<file path="src/rtl/legv8_control_unit.sv">
// Multi-cycle LEGv8 control unit: decodes one instruction at a time into a
// sequence of registered datapath control words and tracks the program counter.
module legv8_control_unit #(
  parameter logic [4:0]  SCRATCH_REG = 5'd7,
  parameter logic [63:0] PC_RESET    = 64'd0
) (
  input  logic        clock,
  input  logic        reset,
  input  logic [31:0] instruction,
  input  logic        instr_valid,
  output logic        instr_ready,
  input  logic [3:0]  status,
  output logic [31:0] ControlWord,
  output logic [63:0] constant,
  output logic [63:0] pc,
  output logic        retire,
  output logic        illegal
);

  localparam logic [10:0] OP_ADD  = 11'b10001011000;
  localparam logic [10:0] OP_SUB  = 11'b11001011000;
  localparam logic [10:0] OP_AND  = 11'b10001010000;
  localparam logic [10:0] OP_ORR  = 11'b10101010000;
  localparam logic [9:0]  OP_ADDI = 10'b1001000100;
  localparam logic [9:0]  OP_SUBI = 10'b1101000100;
  localparam logic [9:0]  OP_ANDI = 10'b1001001000;
  localparam logic [9:0]  OP_ORRI = 10'b1011001000;
  localparam logic [10:0] OP_LDUR = 11'b11111000010;
  localparam logic [10:0] OP_STUR = 11'b11111000000;
  localparam logic [7:0]  OP_CBZ  = 8'b10110100;
  localparam logic [5:0]  OP_B    = 6'b000101;

  localparam logic [4:0] FS_AND = 5'b00000;
  localparam logic [4:0] FS_ORR = 5'b00100;
  localparam logic [4:0] FS_ADD = 5'b01000;
  localparam logic [4:0] FS_SUB = 5'b01001;

  localparam logic [4:0] MX_STORE = 5'b00111;
  localparam logic [4:0] MX_LOAD  = 5'b01000;
  localparam logic [4:0] ZERO_REG = 5'd31;

  typedef enum logic [1:0] {IDLE, EXEC, MEM_ADDR, MEM_DATA} state_t;
  typedef enum logic [2:0] {CL_ALU, CL_LDUR, CL_STUR, CL_CBZ, CL_B, CL_ILLEGAL} op_class_t;

  state_t      state_reg, state_next;
  op_class_t   class_reg, class_next;
  logic [31:0] cw_reg, cw_next;
  logic [63:0] const_reg, const_next;
  logic [63:0] pc_reg, pc_next;
  logic [63:0] offset_reg, offset_next;
  logic [4:0]  rt_reg, rt_next;

  op_class_t   dec_class;
  logic [31:0] dec_cw;
  logic [63:0] dec_const;
  logic        dec_const_en;
  logic [63:0] dec_offset;
  logic        take_branch;

  logic [4:0]  rd, rn, rm;
  logic        unused_status;

  assign rd = instruction[4:0];
  assign rn = instruction[9:5];
  assign rm = instruction[20:16];
  // Only the Z flag steers control flow; the other flags are datapath-only.
  assign unused_status = ^status[3:1];

  function automatic logic [31:0] make_cw(
    input logic [4:0] mx,
    input logic       en_mem,
    input logic       mw,
    input logic       en_alu,
    input logic       md,
    input logic       c0,
    input logic [4:0] fs,
    input logic       mb,
    input logic       rw,
    input logic [4:0] sb,
    input logic [4:0] sa,
    input logic [4:0] da
  );
    return {mx, en_mem, mw, en_alu, md, c0, fs, mb, rw, sb, sa, da};
  endfunction

  // Instruction decode: the first control word plus what later states need.
  always_comb begin
    dec_class    = CL_ILLEGAL;
    dec_cw       = '0;
    dec_const    = const_reg;
    dec_const_en = 1'b0;
    dec_offset   = '0;
    if (instruction[31:21] == OP_ADD) begin
      dec_class = CL_ALU;
      dec_cw    = make_cw(5'd0, 1'b0, 1'b0, 1'b1, 1'b0, 1'b0, FS_ADD, 1'b0, 1'b1, rm, rn, rd);
    end else if (instruction[31:21] == OP_SUB) begin
      dec_class = CL_ALU;
      dec_cw    = make_cw(5'd0, 1'b0, 1'b0, 1'b1, 1'b0, 1'b1, FS_SUB, 1'b0, 1'b1, rm, rn, rd);
    end else if (instruction[31:21] == OP_AND) begin
      dec_class = CL_ALU;
      dec_cw    = make_cw(5'd0, 1'b0, 1'b0, 1'b1, 1'b0, 1'b0, FS_AND, 1'b0, 1'b1, rm, rn, rd);
    end else if (instruction[31:21] == OP_ORR) begin
      dec_class = CL_ALU;
      dec_cw    = make_cw(5'd0, 1'b0, 1'b0, 1'b1, 1'b0, 1'b0, FS_ORR, 1'b0, 1'b1, rm, rn, rd);
    end else if (instruction[31:21] == OP_LDUR || instruction[31:21] == OP_STUR) begin
      // Address phase: scratch <= Rn + sext(imm9).
      dec_class    = (instruction[31:21] == OP_LDUR) ? CL_LDUR : CL_STUR;
      dec_cw       = make_cw(5'd0, 1'b0, 1'b0, 1'b1, 1'b0, 1'b0, FS_ADD, 1'b1, 1'b1,
                             ZERO_REG, rn, SCRATCH_REG);
      dec_const    = {{55{instruction[20]}}, instruction[20:12]};
      dec_const_en = 1'b1;
    end else if (instruction[31:22] == OP_ADDI || instruction[31:22] == OP_SUBI ||
                 instruction[31:22] == OP_ANDI || instruction[31:22] == OP_ORRI) begin
      dec_class    = CL_ALU;
      dec_const    = {52'd0, instruction[21:10]};
      dec_const_en = 1'b1;
      case (instruction[31:22])
        OP_ADDI: dec_cw = make_cw(5'd0, 1'b0, 1'b0, 1'b1, 1'b0, 1'b0, FS_ADD, 1'b1, 1'b1, rm, rn, rd);
        OP_SUBI: dec_cw = make_cw(5'd0, 1'b0, 1'b0, 1'b1, 1'b0, 1'b1, FS_SUB, 1'b1, 1'b1, rm, rn, rd);
        OP_ANDI: dec_cw = make_cw(5'd0, 1'b0, 1'b0, 1'b1, 1'b0, 1'b0, FS_AND, 1'b1, 1'b1, rm, rn, rd);
        default: dec_cw = make_cw(5'd0, 1'b0, 1'b0, 1'b1, 1'b0, 1'b0, FS_ORR, 1'b1, 1'b1, rm, rn, rd);
      endcase
    end else if (instruction[31:24] == OP_CBZ) begin
      // Rt OR X31 drives the Z flag that decides the branch at the end of EXEC.
      dec_class  = CL_CBZ;
      dec_cw     = make_cw(5'd0, 1'b0, 1'b0, 1'b1, 1'b0, 1'b0, FS_ORR, 1'b0, 1'b0,
                           ZERO_REG, rd, 5'd0);
      dec_offset = {{43{instruction[23]}}, instruction[23:5], 2'b00};
    end else if (instruction[31:26] == OP_B) begin
      dec_class  = CL_B;
      dec_offset = {{36{instruction[25]}}, instruction[25:0], 2'b00};
    end
  end

  assign take_branch = (class_reg == CL_B) || (class_reg == CL_CBZ && status[0]);

  always_comb begin
    state_next  = state_reg;
    class_next  = class_reg;
    cw_next     = cw_reg;
    const_next  = const_reg;
    pc_next     = pc_reg;
    offset_next = offset_reg;
    rt_next     = rt_reg;
    instr_ready = 1'b0;
    retire      = 1'b0;
    illegal     = 1'b0;
    case (state_reg)
      IDLE: begin
        instr_ready = 1'b1;
        cw_next     = '0;
        if (instr_valid) begin
          cw_next     = dec_cw;
          class_next  = dec_class;
          offset_next = dec_offset;
          rt_next     = rd;
          if (dec_const_en) const_next = dec_const;
          state_next  = (dec_class == CL_LDUR || dec_class == CL_STUR) ? MEM_ADDR : EXEC;
        end
      end
      EXEC: begin
        retire     = 1'b1;
        illegal    = (class_reg == CL_ILLEGAL);
        pc_next    = pc_reg + (take_branch ? offset_reg : 64'd4);
        cw_next    = '0;
        state_next = IDLE;
      end
      MEM_ADDR: begin
        // Data phase uses the scratch register written during the address phase.
        if (class_reg == CL_LDUR)
          cw_next = make_cw(MX_LOAD, 1'b1, 1'b0, 1'b0, 1'b1, 1'b0, FS_ORR, 1'b0, 1'b1,
                            ZERO_REG, SCRATCH_REG, rt_reg);
        else
          cw_next = make_cw(MX_STORE, 1'b1, 1'b1, 1'b0, 1'b1, 1'b0, FS_ORR, 1'b0, 1'b0,
                            SCRATCH_REG, rt_reg, 5'd0);
        state_next = MEM_DATA;
      end
      MEM_DATA: begin
        retire     = 1'b1;
        pc_next    = pc_reg + 64'd4;
        cw_next    = '0;
        state_next = IDLE;
      end
      default: begin
        cw_next    = '0;
        state_next = IDLE;
      end
    endcase
  end

  always_ff @(posedge clock or posedge reset) begin
    if (reset) begin
      state_reg  <= IDLE;
      class_reg  <= CL_ALU;
      cw_reg     <= '0;
      const_reg  <= '0;
      pc_reg     <= PC_RESET;
      offset_reg <= '0;
      rt_reg     <= '0;
    end else begin
      state_reg  <= state_next;
      class_reg  <= class_next;
      cw_reg     <= cw_next;
      const_reg  <= const_next;
      pc_reg     <= pc_next;
      offset_reg <= offset_next;
      rt_reg     <= rt_next;
    end
  end

  assign ControlWord = cw_reg;
  assign constant    = const_reg;
  assign pc          = pc_reg;

endmodule

</file>
<file path="config.mk">
export PLATFORM = sky130hd
export DESIGN_NAME = legv8_control_unit
export DESIGN_NICKNAME = d
export VERILOG_FILES = /design/src/rtl/legv8_control_unit.sv
export SDC_FILE = /design/constraint.sdc
export NUM_CORES = 1
export LEC_CHECK = 0
export ABC_AREA = 1
export CAP_MARGIN = 20
export CORE_UTILIZATION = 55
export DETAILED_ROUTE_END_ITERATION = 6
export DONT_BUFFER_PORTS = 1
export PLACE_DENSITY = 0.81
export SYNTH_ARGS = -nofsm -noshare
export SYNTH_HDL_FRONTEND = slang
export SYNTH_SLANG_ARGS = --single-unit
</file>
<file path="constraint.sdc">
create_clock -name clock -period 5.1 [get_ports clock]
set_input_delay 1.02 -clock clock [delete_from_list [all_inputs] [get_ports clock]]
set_output_delay 1.02 -clock clock [all_outputs]
set_load 0.01 [all_outputs]
</file>
==> metrics.csv, run 1 <==
metric,value,unit
Worst Max-Slew Pin Slew,0.982,ns
CTS Hold Bufs,0,
Final Setup Violations,0,
DR DRC count,0,
DRT Pass-1 Iters,5,
die area,21900,um2
post-synthesis cell type count,45,
Slew headroom,34.4,%
total routed wirelength,36700,um
worst setup margin,1.19,ns
post-synth top area cell,dfrtp_1,
max reg flops,62,
Net Sw Frac,34.1,%
ant diodes,0,
PD cells,266,nW/um2
Place WS,1.06,ns
top cell type's share of synthesized area,28.9,%
Post-Syn Area,11700,um2
Horiz. Die Dim,148,um
placed cell areas,11500,um2
"commonest non-fill, non-tap cell in the layout",nand2_1,
fill cell count,2087,
clk_lat worst skew,0.44,ns
Routed Antenna Nets,0,
Gate Count Post-Synth,1904,
crit path time final,3.91,ns
Final Hold Viols,0,
share of cells above drive strength 1,3.40,%
Bufs on Longest Clock Path,2,
Placeable Area,20600,um2
status,finished clean,
fin crit share,76.7,%
via count,11600,
placed instance count,2092,
CTS Sinks,135,
final setup TNS,0,ns
Mapped Avg Cell Area,6.14,um2
RSZ-0062 raised after global routing,false,
Final Cell Area,12100,um2
WP data required,5.47,ns
Fmax,256,MHz
setup bufs post-CTS,0,
I/O pins,202,
gpl congestion,0.996,
"top cells by area, synth","dfrtp_1, nand2_1, inv_1",
most frequent cells in the layout,"nand2_1, inv_1, nor2_1",
Final HPWL DP,29200,um
clock-pin slew on the worst setup and hold paths,0.07,ns
sequential area share after synthesis,28.9,%
WL/cell,17.3,um
Yosys reg bits,135,
combinational share of power,16.6,%
Internal,2.12,mW
Non-Filler Instances,2124,
initial drt markers,1047,
Total GRT Usage,34.6,%
P_leak,7.12,nW
largest net degree at the start of global routing,97,
die height,148,um
crit end category,flip-flop,
Final Skew,0.0134,ns
port bufs,0,
gr ovfl total,0,
Initial Util,56.9,%
Seq pwr share,42.7,%
switching pwr,1.10,mW
FF-to-FF Start,state_reg[1],
fin. max-slew vios,0,
Worst Setup SP,state_reg[1],
area of the multi-input gates,6440,um2
htree depth,4,
Crit Path Class,reg2reg,
"IR drop worst, VDD",0.232,mV
post-cts resize count,0,
root buf cell,clkbuf_16,
CTS tree,done,
Worst Hold Class,reg2reg,
Worst setup SP type,flip-flop,
area delta synth->final,3.80,%
global-route wire length before repair,58100,um
FF+latch area,3380,um2
clock group share of total power,40.7,%
worst hold start,offset_reg[62],
"Max FO, Critical Path",14,
Rows,52,
Critical Path AT,4.28,ns
Vias/cell,5.48,
initial antenna violation count,2,
Num CTS Buffers,17,
nets,1942,
YS warnings,0,
Max Cap Viol,0,
vias in the first global route,10900,
critical path, stage by stage (launching register included):
cell and delay (ns):
dfrtp_1 0.49, nand2_1 0.41, inv_1 0.34, nor2_1 0.17
nand2_1 0.10, ha_1 0.28, fa_1 0.51, nand3_1 0.14
nand3_2 0.16, nand2_1 0.10, nand2_1 0.14, nand2_1 0.09
nand3_1 0.24, nand2_1 0.18, nand3b_1 0.09, nand2_1 0.06
nand3_1 0.22, nand2_1 0.13
path summary, 6_finish.rpt:
path                       cells past startpoint  slack, ns              to
setup / recovery                              17       1.19          pc[56]
hold / removal                                 2       0.49  offset_reg[62]
setup reg to reg                              17       1.19          pc[56]
hold reg to reg                                2       0.49  offset_reg[62]
max in group asynchronous                      2       3.46          pc[47]
min in group asynchronous                      1       0.61          pc[15]
Yosys cell counts, drive strengths merged:
cell	number
conb	1
o221ai	17
dfrtp	135
nor4	4
o21ai	99
or2	3
o21bai	4
a21boi	1
nor2	150
ha	61
xor2	2
nand3	112
inv	340
clkbuf	19
xnor2	26
nor3	29
and3	3
fa	1
and2	1
o21a	2
nand3b	12
buf	74
clkinv	2
nand4	15
nand2	719
a21oi	59
a31oi	2
o22ai	2
o31ai	1
o211ai	8
power groups by stage:
| stage | clock [mW] | sequential (mW) | combinational [mW] |
|---|---|---|---|
| 2_1_floorplan | 0 | 1.34 | 0.418 |
| 3_3_place_gp | 0 | 1.39 | 0.509 |
| 3_5_place_dp | 0 | 1.40 | 0.531 |
| 4_1_cts | 1.33 | 1.38 | 0.534 |
| 5_1_grt | 1.37 | 1.40 | 0.612 |
| 6_report | 1.31 | 1.38 | 0.536 |
cells by family (layout without fill, tap and decap cells):
logic type / count (synthesis) / count (layout) / synth area share [%]
xor gates and xnor gates: 28 / 28 / 2.10
AOI/OAI and AO/OA: 195 / 195 / 9.34
buffers and inverters: 435 / 381 / 16.2
DFF: 135 / 135 / 28.9
other: 1 / 5 / 0.0321
and+or+nand+nor: 1048 / 1048 / 36.8
adders and majority gates: 62 / 62 / 6.70
routing by layer:
metal	vias up	track usage, %	part of all wire, %
li1	5721	-	-
met1	5350	48.1	45
met2	503	53.5	43
met3	65	8.09	9.0
met4	4	10.1	2.4
met5	-	0	0.074
area by class of cell:
type	count	area share, %
Timing Repair Buffer	7	0.598
Tap cell	270	2.78
Clock buffer	18	3.53
Inverter	342	10.7
Multi-Input combinational cell	1338	53.1
Clock inverter	14	1.49
Sequential cell	135	27.9
stage by stage:
step           util, %  power, mW  hold WS [ns]
6_report          59.1       3.23         0.493
5_1_grt           59.1       3.37         0.526
4_1_cts           59.1       3.24         0.493
3_5_place_dp      56.1       1.93         0.466
3_3_place_gp      56.1       1.90         0.463
2_1_floorplan        -       1.76         0.449
Power figures use the tool's default switching activity.
==> inputs of run 2 (changes only) <==
PLACE_DENSITY = 0.84   (was 0.81)
clock period = 3.5 ns   (was 5.1 ns; I/O delays follow)
==> run 2 against run 1 <==
  * Design area grew 2.6%
  * Sequential share of layout area shrank 0.71 points
  * Total power increased by 45%
  * Largest power group unchanged
  * Global-route usage grew 0.58 points
  * Flip-flop and latch count unchanged
  * Non-clock buffer count is 36 higher
  * Wire length grew 2.6%
  * Combinational power rose by 53%
  * First-iteration DRC count rose by 18%
  * Critical path type unchanged
==> metrics.csv, run 2 (same netlist as run 1, synthesis figures left out) <==
metric,value,unit
Final Skew,0.0119,ns
DR DRC count,0,
via count,11800,
Worst setup SP type,flip-flop,
vias in the first global route,10900,
Internal,3.06,mW
final setup TNS,0,ns
I/O pins,202,
Bufs on Longest Clock Path,2,
DRT Pass-1 Iters,5,
"commonest non-fill, non-tap cell in the layout",nand2_1,
crit path time final,3.28,ns
Final Hold Viols,0,
most frequent cells in the layout,"nand2_1, inv_1, nor2_1",
Worst Max-Slew Pin Slew,0.919,ns
"IR drop worst, VDD",0.324,mV
Horiz. Die Dim,148,um
ant diodes,0,
WP data required,3.87,ns
Seq pwr share,43.0,%
clk_lat worst skew,0.44,ns
clock group share of total power,39.5,%
FF+latch area,3380,um2
Worst Hold Class,in2async,
Final Setup Violations,0,
crit end category,flip-flop,
gpl congestion,0.985,
Routed Antenna Nets,0,
worst hold margin,0.324,ns
largest net degree at the start of global routing,65,
Num CTS Buffers,17,
fin. max-slew vios,0,
nets,1978,
Max Cap Viol,0,
fin crit share,93.8,%
port bufs,0,
total routed wirelength,37700,um
Final HPWL DP,30200,um
CTS tree,done,
switching pwr,1.62,mW
Vias/cell,5.47,
CTS Sinks,135,
RSZ-0062 raised after global routing,false,
Initial Util,56.9,%
Crit Path Class,reg2reg,
fin util,60.6,%
PD cells,376,nW/um2
initial drt markers,1232,
global-route wire length before repair,58900,um
P_leak,7.30,nW
status,finished clean,
Placeable Area,20600,um2
max reg flops,62,
area delta synth->final,6.50,%
Total GRT Usage,35.2,%
setup bufs post-CTS,0,
area of the multi-input gates,6460,um2
placed cell areas,11900,um2
die area,21900,um2
fill cell count,2020,
Net Sw Frac,34.6,%
Critical Path AT,3.65,ns
Fmax,305,MHz
initial antenna violation count,0,
Slew headroom,38.6,%
gr ovfl total,0,
htree depth,4,
Rows,52,
WL/cell,17.4,um
combinational share of power,17.5,%
Final Cell Area,12500,um2
share of cells above drive strength 1,5.40,%
root buf cell,clkbuf_16,
clock-pin slew on the worst setup and hold paths,0.07,ns
"Max FO, Critical Path",18,
CTS Hold Bufs,0,
die height,148,um
-- run 2: changes by cell type in the layout (fill, tap and decap cells not counted) --
cell        previous run  this run
clkinv_8               1         0
nor3_2                 0         3
buf_12                 0         5
clkinv_4               4         2
clkbuf_1               1         2
buf_4                  6        37
bufinv_16              2         1
inv_8                  4         3
inv_6                  4         5
nor2_1               146       145
nor2_2                 2         3
clkbuf_8               0         1
clkinvlp_4             1         3
nor3_1                29        26
-- run 2: repair_timing --
action / CTS / global route
endpoints found under the hold margin: 0 / 0
resized for setup: 0 / 4
endpoints found under the setup margin: 0 / 2
-- run 2: path summary, 6_finish.rpt --
kind	start	to	slack [ns]	cells past startpoint
setup / recovery	class_reg[0]	pc[56]	0.22	17
hold / removal	reset	ControlWord[29]	0.32	1
setup reg to reg	class_reg[0]	pc[56]	0.22	17
hold reg to reg	offset_reg[62]	offset_reg[62]	0.49	2
max in group asynchronous	reset	pc[44]	2.44	2
min in group clock	instruction[9]	offset_reg[6]	0.40	2
-- run 2: power by group through the flow --
stage / Sequential (mW) / Clock (mW) / Combinational [mW]
global placement: 2.03 / 0 / 0.780
global route: 2.04 / 1.90 / 0.933
floorplan: 1.96 / 0 / 0.609
detailed placement: 2.04 / 0 / 0.808
finish: 2.01 / 1.85 / 0.820
CTS: 2.01 / 1.84 / 0.813
-- run 2: per-stage QoR --
stage	cells	power [mW]	setup slack [ns]
6_report	2160	4.68	0.217
2_1_floorplan	1908	2.57	0.403
3_3_place_gp	2128	2.81	0.145
3_5_place_dp	2128	2.85	0.0958
5_1_grt	2160	4.87	0.0443
4_1_cts	2160	4.67	0.287
-- run 2: final cells by class --
type / instances / share of cell area [%]
sequential: 135 / 27.1
clock buffer: 20 / 3.59
clock inverter: 12 / 1.05
multi-input combinational: 1338 / 51.9
inverter: 342 / 10.4
tap: 270 / 2.71
timing repair buffer: 43 / 3.25
-- run 2: worst max-delay path: stages (launching register included) --
cell,delay [ns]
dfrtp_1,0.40
inv_1,0.07
nor2_1,0.04
inv_1,0.09
and3_1,0.22
nand3_1,0.18
inv_1,0.21
buf_12,0.19
ha_1,0.26
buf_4,0.16
a21oi_1,0.25
o21ai_0,0.19
a21oi_1,0.28
nand2_1,0.12
nand3b_1,0.16
nand2_1,0.06
nand3_1,0.19
nand2_1,0.12
-- run 2: metal layers --
layer | track usage [%] | vias to the layer above | wire length [um]
met5 | 0 | - | 0
met4 | 9.12 | 0 | 615
met3 | 6.54 | 42 | 3380
met2 | 54.6 | 498 | 16600
met1 | 50.2 | 5484 | 17100
li1 | - | 5794 | -
==> inputs of run 3 (changes only) <==
PLACE_DENSITY = 0.81   (was 0.84)
clock period = 4.2 ns   (was 3.5 ns; I/O delays follow)
==> run 3 against run 2 <==
  * Critical path depth stayed put
  * Sequential power is 17% lower
  * Largest power group unchanged
  * Clock-buffer cell count fell by 3
  * Cell count decreased by 1.4%
  * Wire length shrank 3.0%
  * Sequential share of layout area rose by 0.53 points
  * Combinational power fell by 20%
  * Highest routed layer unchanged
  * Global-route usage fell by 0.64 points
  * Design area is 1.9% lower
  * Non-clock buffer count decreased by 31
  * Die area did not move
  * Utilization is 1.2 points lower
  * Largest cell class unchanged
==> metrics.csv, run 3 (same netlist as run 1, synthesis figures left out) <==
metric,value,unit
Buf/Inv on CP,3,
status,finished clean,
most frequent cells in the layout,"nand2_1, inv_1, nor2_1",
Total GRT Usage,34.6,%
Worst Setup SP,state_reg[1],
global-route wire length before repair,58000,um
CP max stage delay,0.50,ns
crit path cell chain,nand2_1 -> buf_4 -> inv_1 -> buf_4 -> nor3_1 -> ha_1 -> nand2_1 -> nor2_1 -> nand2_1 -> nor2_1 -> nand2_1 -> nand3_1 -> nand2_1 -> nand3b_1 -> nand2_1 -> nand3_1 -> nand2_1,
fill cell count,2014,
clock-pin slew on the worst setup and hold paths,0.07,ns
root buf cell,clkbuf_16,
post-cts resize count,0,
"Max FO, Critical Path",13,
CTS Hold Bufs,0,
gpl congestion,1.00,
slowest CP cell,dfrtp_1,
FF-to-FF Start,state_reg[1],
Fmax,285,MHz
Placeable Area,20600,um2
setup bufs post-CTS,0,
initial antenna violation count,0,
WL/cell,17.2,um
Final HPWL DP,29300,um
CTS Sinks,135,
ant diodes,0,
htree depth,4,
Bufs on Longest Clock Path,2,
WP data required,4.52,ns
fin crit share,83.5,%
DR DRC count,0,
"IR drop worst, VDD",0.272,mV
RSZ-0062 raised after global routing,false,
largest net degree at the start of global routing,93,
Vias/cell,5.49,
crit end category,flip-flop,
Worst Max-Slew Pin Slew,0.884,ns
Routed Antenna Nets,0,
Slew headroom,41.0,%
Critical Path AT,3.83,ns
Crit path top cell by count,nand2_1,
fin. max-slew vios,0,
share of cells above drive strength 1,3.71,%
crit-path leading delay family,simple AND/OR/NAND/NOR gates,
port bufs,0,
total routed wirelength,36500,um
die area,21900,um2
Final Skew,0.0130,ns
CTS tree,done,
Max Cap Viol,0,
vias in the first global route,11000,
I/O pins,202,
Initial Util,56.9,%
Num CTS Buffers,17,
die height,148,um
Crit Path Class,reg2reg,
final setup TNS,0,ns
P_leak,7.15,nW
initial drt markers,1093,
clk_lat worst skew,0.45,ns
worst hold margin,0.386,ns
DRT Pass-1 Iters,6,
Worst Hold Class,in2async,
via count,11700,
PD cells,319,nW/um2
gr ovfl total,0,
Worst setup SP type,flip-flop,
Rows,52,
Horiz. Die Dim,148,um
Final Hold Viols,0,
nets,1947,
Final Setup Violations,0,
max reg flops,62,
"commonest non-fill, non-tap cell in the layout",nand2_1,
crit path time final,3.51,ns
area delta synth->final,4.46,%
[run 3: changes by cell type in the layout (fill, tap and decap cells not counted), moves of 3 or more]
| cell | before | now |
|---|---|---|
| nor3_2 | 3 | 0 |
| clkinv_8 | 0 | 5 |
| buf_4 | 37 | 8 |
| nor3_1 | 26 | 29 |
[run 3: worst reg2reg max path, delay by kind of cell, from the launching register on]
kind	cells	cell delay (ns)
simple gates	13	2.18
flops	1	0.50
fa+ha+maj	1	0.27
buf+inv	3	0.45
[run 3: metal layers]
| layer | part of all wire [%] | GRT usage [%] |
|---|---|---|
| met2 | 43 | 52.8 |
| met5 | 0 | 0 |
| met3 | 9.7 | 9.04 |
| met1 | 45 | 47.2 |
| met4 | 2.8 | 11.7 |
[run 3: final cells by class]
type / instances / area (um2) / share of cell area [%]
Inverter: 342 / 1290 / 10.6
Clock buffer: 17 / 425 / 3.48
Tap cell: 270 / 338 / 2.76
Clock inverter: 15 / 189 / 1.55
Sequential cell: 135 / 3380 / 27.7
Multi-Input combinational cell: 1338 / 6440 / 52.7
Timing Repair Buffer: 12 / 148 / 1.21
[run 3: stage by stage]
step / utilization (%) / total power, mW / area, um2 / worst slack, ns / std cells
4_1_cts: 59.4 / 3.90 / 12200 / 0.776 / 2129
6_report: 59.4 / 3.89 / 12200 / 0.694 / 2129
2_1_floorplan: - / 2.14 / 11700 / 0.963 / 1908
3_3_place_gp: 56.4 / 2.32 / 11600 / 0.530 / 2097
5_1_grt: 59.4 / 4.08 / 12200 / 0.452 / 2129
3_5_place_dp: 56.4 / 2.35 / 11600 / 0.484 / 2097
[run 3: path summary, 6_finish.rpt]
kind | cells past startpoint | slack [ns] | end
setup / recovery | 17 | 0.69 | pc[56]
hold / removal | 1 | 0.39 | pc[7]
setup reg to reg | 17 | 0.69 | pc[56]
hold reg to reg | 2 | 0.48 | ControlWord[9]
max in group asynchronous | 2 | 2.99 | constant[62]
min in group clock | 2 | 0.48 | ControlWord[9]
[run 3: power by group]
part	total, mW	leakage, nW	internal, mW	switching (mW)
combinational	0.652	5.01	0.237	0.415
sequential	1.67	1.84	1.44	0.230
clock	1.57	0.299	0.814	0.757
